[config.mk]
export PLATFORM = sky130hd
export DESIGN_NAME = log2_enc_pipe
export DESIGN_NICKNAME = d
export VERILOG_FILES = /design/src/rtl/log2_enc_pipe.sv
export SDC_FILE = /design/constraint.sdc
export NUM_CORES = 1
export LEC_CHECK = 0
export ABC_AREA = 1
export CAP_MARGIN = 20
export CORE_ASPECT_RATIO = 1.4
export CORE_MARGIN = 1.5
export CORE_UTILIZATION = 39
export CTS_CLUSTER_SIZE = 30
export DETAILED_ROUTE_END_ITERATION = 10
export PLACE_DENSITY = 0.7
export REMOVE_ABC_BUFFERS = 1
export SLEW_MARGIN = 20
export SYNTH_ARGS = -nofsm -noshare
export SYNTH_HDL_FRONTEND = slang
export SYNTH_SLANG_ARGS = --single-unit
export TNS_END_PERCENT = 20
[constraint.sdc]
create_clock -name clk -period 1.4 [get_ports clk]
set_input_delay 0.42 -clock clk [delete_from_list [all_inputs] [get_ports clk]]
set_output_delay 0.42 -clock clk [all_outputs]
set_load 0.01 [all_outputs]
[src/rtl/log2_enc_pipe.sv]
// Two-stage pipelined priority encoder: floor-log2 (PRIO_MSB=1) or trailing-zero
// count (PRIO_MSB=0) of an arbitrary word, plus zero and power-of-two flags.
module log2_enc_pipe #(
  parameter int W = 8,
  parameter int G = 4,
  parameter bit PRIO_MSB = 1'b1,
  localparam int LW = $clog2(W)
) (
  input  logic          clk,
  input  logic          rst,
  input  logic [W-1:0]  in_data,
  input  logic          in_valid,
  output logic          in_ready,
  output logic [LW-1:0] out_log,
  output logic          out_zero,
  output logic          out_pow2,
  output logic          out_valid,
  input  logic          out_ready
);
  localparam int NG = W / G;
  localparam int GL = $clog2(G);

  logic adv1;
  logic adv2;

  // Per-group combinational summary of the incoming word
  logic [NG-1:0] grp_any;
  logic [GL-1:0] grp_idx [NG];
  logic [1:0]    grp_cnt [NG];

  for (genvar gi = 0; gi < NG; gi++) begin : g_grp
    logic [G-1:0]  bits;
    logic          any_c;
    logic [GL-1:0] idx_c;
    logic [1:0]    cnt_c;

    assign bits = in_data[gi*G +: G];

    // Scan order makes the last hit the preferred one: ascending for MSB, descending for LSB.
    always_comb begin
      any_c = 1'b0;
      idx_c = '0;
      cnt_c = 2'd0;
      for (int j = 0; j < G; j++) begin
        if (bits[PRIO_MSB ? j : G-1-j]) begin
          any_c = 1'b1;
          idx_c = GL'(PRIO_MSB ? j : G-1-j);
          if (cnt_c != 2'd2) cnt_c = cnt_c + 2'd1;
        end
      end
    end

    assign grp_any[gi] = any_c;
    assign grp_idx[gi] = idx_c;
    assign grp_cnt[gi] = cnt_c;
  end

  logic          s1_valid_q, s1_valid_d;
  logic [NG-1:0] s1_any_q, s1_any_d;
  logic [GL-1:0] s1_idx_q [NG];
  logic [GL-1:0] s1_idx_d [NG];
  logic [1:0]    s1_cnt_q [NG];
  logic [1:0]    s1_cnt_d [NG];

  logic          out_valid_q, out_valid_d;
  logic [LW-1:0] out_log_q, out_log_d;
  logic          out_zero_q, out_zero_d;
  logic          out_pow2_q, out_pow2_d;

  assign adv2 = !out_valid_q || out_ready;
  assign adv1 = !s1_valid_q || adv2;
  // Reset empties both stages, so the block is always able to accept while rst is high.
  assign in_ready = adv1 || rst;

  always_comb begin
    s1_valid_d = s1_valid_q;
    s1_any_d   = s1_any_q;
    s1_idx_d   = s1_idx_q;
    s1_cnt_d   = s1_cnt_q;
    if (adv1) begin
      s1_valid_d = in_valid;
      if (in_valid) begin
        s1_any_d = grp_any;
        s1_idx_d = grp_idx;
        s1_cnt_d = grp_cnt;
      end
    end
  end

  // Stage 2: pick the winning group and combine saturated counts
  logic          sel_any;
  int            sel_grp;
  logic [GL-1:0] sel_loc;
  int            cnt_sum;

  always_comb begin
    sel_any = 1'b0;
    sel_grp = 0;
    sel_loc = '0;
    cnt_sum = 0;
    for (int g = 0; g < NG; g++) begin
      if (s1_any_q[PRIO_MSB ? g : NG-1-g]) begin
        sel_any = 1'b1;
        sel_grp = PRIO_MSB ? g : NG-1-g;
        sel_loc = s1_idx_q[PRIO_MSB ? g : NG-1-g];
      end
      if (cnt_sum + int'(s1_cnt_q[g]) >= 2) cnt_sum = 2;
      else cnt_sum = cnt_sum + int'(s1_cnt_q[g]);
    end
  end

  always_comb begin
    out_valid_d = out_valid_q;
    out_log_d   = out_log_q;
    out_zero_d  = out_zero_q;
    out_pow2_d  = out_pow2_q;
    if (adv2) begin
      out_valid_d = s1_valid_q;
      if (s1_valid_q) begin
        out_log_d  = sel_any ? LW'(sel_grp * G + int'(sel_loc)) : '0;
        out_zero_d = !sel_any;
        out_pow2_d = (cnt_sum == 1);
      end
    end
  end

  always_ff @(posedge clk) begin
    if (rst) begin
      s1_valid_q  <= 1'b0;
      s1_any_q    <= '0;
      for (int g = 0; g < NG; g++) begin
        s1_idx_q[g] <= '0;
        s1_cnt_q[g] <= '0;
      end
      out_valid_q <= 1'b0;
      out_log_q   <= '0;
      out_zero_q  <= 1'b1;
      out_pow2_q  <= 1'b0;
    end else begin
      s1_valid_q  <= s1_valid_d;
      s1_any_q    <= s1_any_d;
      s1_idx_q    <= s1_idx_d;
      s1_cnt_q    <= s1_cnt_d;
      out_valid_q <= out_valid_d;
      out_log_q   <= out_log_d;
      out_zero_q  <= out_zero_d;
      out_pow2_q  <= out_pow2_d;
    end
  end

  assign out_valid = out_valid_q;
  assign out_log   = out_log_q;
  assign out_zero  = out_zero_q;
  assign out_pow2  = out_pow2_q;

endmodule

# Yosys cells after proc, flatten, opt, wreduce, memory -nomap -nowiden
# Index checks and enable logic that the tools add are counted.
# classes
addsub,8
order_cmp,2
n_eq_ne,7
muxes,36
n_reduce_logical,8
# ops
cell,count
2-bit two-way mux,19
32-bit by 3-bit adder with 32-bit output,1
"32-bit by 2-bit equality test with 1-bit output, second input constant",1
"32-bit by 3-bit greater-or-equal comparator with 1-bit output, second input constant",1
32-bit two-way mux,1
1-bit two-way mux,15
"2-bit by 1-bit adder with 2-bit output, second input constant",6
"2-bit != test, second input constant",6
2-bit AND reduction,2
3-bit adder,1
1-bit zero test,3
1-bit logical OR,3
3-bit two-way mux,1
"2-bit greater-or-equal comparator, second input constant",1
# word_totals
regBits,17
in_bits,12
output_inout_bits,7
word_cells,71

# Logic depth before layout (Yosys ltp)
# depth
word_depth,10
depth_mapped,10
depth_no_buf,10

# Worst setup path after synthesis
# Ideal clock, no wire load.
# synth_path
path_kind,input-to-reg
start,input in_data[1]
end,register s1_cnt_q[3] (netlist bit)
setup_ps,112
arrival_ps,1387
t_required_ps,1288
setup_slack_ps,-98
path_stages,10
path_buffers,0
cell_sequence,inv_1 ha_1 inv_1 nand2_1 nand2_1 ha_1 nand2_1 nand3_1 nor2_1 nor2_1
# synth_via
elab_chain_cells,7
elab_cells_between_ends,9
classes_between,add/sub (2); eq/ne (2); mux (5)
# synth_lines
item,line_no,source
from (decl),11,"input logic [W-1:0] in_data,"
2-bit two-way mux *,45,if (bits[PRIO_MSB ? j : G-1-j]) begin
2-bit by 1-bit adder with 2-bit output or 2-bit != test (tied branches),48,if (cnt_c != 2'd2) cnt_c = cnt_c + 2'd1;
2-bit two-way mux,48,
2-bit two-way mux *,45,
2-bit by 1-bit adder with 2-bit output or 2-bit != test (tied branches),48,
2-bit two-way mux,48,
2-bit two-way mux *,45,
to (signal assigned),143,s1_cnt_q <= s1_cnt_d;
to (decl),62,logic [1:0] s1_cnt_q [NG];
# Every way passes the cells marked *; elsewhere a longest branch is shown, timed or not.
# A chain may end at the register's enable or synchronous reset.

# Worst setup path after layout
# layout_path
start,input in_data[5]
end,register s1_cnt_q[1] (netlist bit)
# Same word-level chain as after synthesis.

==> flow_summary.ini <==
[detailed_routing]
drc = 0
firstDrtPassIters = 4
vias = 1014
antenna_left = 0
drt_iter0_markers = 22
finalWirelength_um = 2050
wl_per_cell_um = 9.19
viasPerCell = 4.55

[cts]
clock_latency_ps = 300
cts_buffer_depth = 2
clock_sinks = 17
cts_tree = yes
root_buffer = clkbuf_4
cts_made_buffers = 3
htree_levels = 1
path_clk_slew_ps = 90

[logic_synthesis]
muxShareOfSynthArea = 0
syn_area_per_cell_um2 = 6.79
synthAdderAreaFrac = 0.130
yosysSeqAreaShare = 0.334
synth_area_um2 = 1020
synthXorXnorAreaFrac = 0
synth_cells = 150
synth_top_family_by_area = simple AND/OR/NAND/NOR gates
synth-warning-count = 0
synth_compound_area_frac = 0.0786
synth-simple-area-share = 0.345
ys_types = 18
synth-seq-cells = 17

[setup_path]
cp-start-kind = input port
rrSetupSlack_ps = 2
cp_max_fo = 3
cpMaxStageDelayCell = ha_1
worstPathArrival_ps = 1610
crit_path_end_kind = flip-flop
path_class = input port to flip-flop
path_delay_family = adder cells
worstPathCellList = clkdlybuf4s15_2, inv_2, ha_4, inv_1, nand2_1, nand2_1, ha_1, nand2_1, nand3_1, nor2_1, nor2_1
required_ps = 1610
cpPeakStageDelay_ps = 270
critPathMostFrequentCell = nand2_1
cp_num_buf_inv = 3

[floorplanning]
initial_core_util = 0.417
dieWidth_um = 46.2
ios = 19
die-area_um2 = 2930
coreArea_um2 = 2440
die_h_um = 63.5
std_cell_rows = 21

[grt]
grt.met1_usage = 0.152
grt_pass1_wl_um = 3520
use_met2 = 0.304
grt_overflow_total = 0
grt_pass1_vias = 935
grt_max_degree = 14
busiest_layer = met2
track_usage = 0.159
met3_usage = 0.0172
antenna_found_initial = 0

[place]
placed_cells = 216
placed_cell_area_um2 = 1340
portBuffers = 18
hpwl_um = 1630
gp_congestion = 0.775
place_ws_ps = -711

[power]
power_leakage_nw = 0.723
peakVddDrop_v = 0.000373
powerDensity_nw_per_um2 = 778

[timing]
hold_viol_final = 0
max_freq_ghz = 0.715
setup_violations = 0
holdWs_ps = 465
finClkSkew_ps = 0.996
tns_ps = 0
slew_headroom = 0.866
worst_pin_slew_ps = 200
fin_crit_ps = 1400
period_share = 0.998
setup_ws_ps = 2.12
slew_viol_final = 0
rsz0062_at_grt = yes

[cells_and_area]
drive_gt1_frac = 0.217
area_growth_pct = 38.3
antenna_cells = 0
final_nets = 212
instances_no_fill = 223
final_cell_area_um2 = 1410

[worst_hold_path]
hold_path_class = flip-flop to flip-flop

[job]
maxCapViolCount = 0

[outcome]
outcome = complete, no violations
## cells in the mapped netlist
library cell  count  area share
nand2_1          39        0.14
nor2_1           29        0.11
inv_1            23       0.085
dfxtp_1          17        0.33
nand3_1          11       0.054
ha_1              9        0.11
o21ai_0           6       0.029
a21oi_1           5       0.025
a21oi_2           2       0.017
buf_2             1      0.0049
buf_4             1      0.0074
buf_8             1       0.015
fa_1              1       0.020
nand2_2           1      0.0061
nand2_4           1       0.011
nand3_4           1       0.017
nand4_1           1      0.0061
o21bai_1          1      0.0074
## layer usage
layer,wire (um),part of all wire
met1,810,0.40
met2,1130,0.55
met3,77,0.038
met4,32,0.016
met5,0,0
## area by class of cell
class / instances / area [um^2]
inverters: 23 / 86.3
repair buffers: 38 / 317
well taps: 34 / 42.5
multi-input cells: 107 / 597
clock buffers: 4 / 26.3
flip-flops and latches: 17 / 340
fillers: 252 / 1030
## registers in the layout, summed over array words and instances (netlist names)
| register | cells |
|---|---|
| s1_valid_q | 1 |
| s1_cnt_q | 4 |
| out_log | 3 |
| out_pow2 | 1 |
| s1_any_q | 2 |
| s1_idx_q | 4 |
| out_zero | 1 |
| out_valid | 1 |
## worst paths after layout
kind | to | depth (start not counted) | start
min reg2reg | out_zero$_SDFFE_PP1P_ | 2 | out_zero$_SDFFE_PP1P_
min | out_zero$_SDFFE_PP1P_ | 2 | out_zero$_SDFFE_PP1P_
max | s1_cnt_q[1]$_SDFFE_PP0P_ | 11 | in_data[5]
max reg2reg | out_pow2$_SDFFE_PP0P_ | 9 | s1_cnt_q[2]$_SDFFE_PP0P_
## cells by family after synthesis
family | count (synthesis)
flip-flops | 17
buffers and inverters | 26
adder cells (fa/ha/maj) | 10
AND/OR/NAND/NOR | 83
AO/OA/AOI/OAI | 14
## metrics by stage
step                total power, mW   util
floorplan                     0.693      -
global placement              0.819  0.549
detailed placement            0.831  0.549
CTS                            1.10  0.567
global route                   1.16  0.577
finish                         1.10  0.577
## worst reg2reg max path: cells and delay by family, from the launching register on
| family | cells | cell delay, ps |
|---|---|---|
| fa+ha+maj | 2 | 610 |
| flops | 1 | 320 |
| simple gates | 5 | 330 |
| buf+inv | 2 | 90 |
## report_power, final
group / total, mW / internal [mW] / switching, mW / leakage, nW
clock network: 0.268 / 0.111 / 0.157 / 0.0150
registers: 0.536 / 0.519 / 0.0166 / 0.141
logic: 0.293 / 0.144 / 0.149 / 0.567
## repair_timing
item | CTS | global route
setup endpoints to repair | 12 | 6
pin swaps | 4 | 5
hold buffers | 0 | 0
setup buffers | 3 | 0
gates resized for setup | 33 | 6
cloned | 0 | 0
## layout by cell type, fill, tap and decap left out, types with 4 or more instances in the layout
cell / count
dlygate4sd2_1: 8
nor2_1: 28
o21ai_0: 4
dfxtp_1: 17
a21oi_1: 5
nand2_1: 39
nand3_1: 11
inv_2: 5
ha_1: 7
buf_4: 20
inv_1: 18
Power figures use the tool's default switching activity.
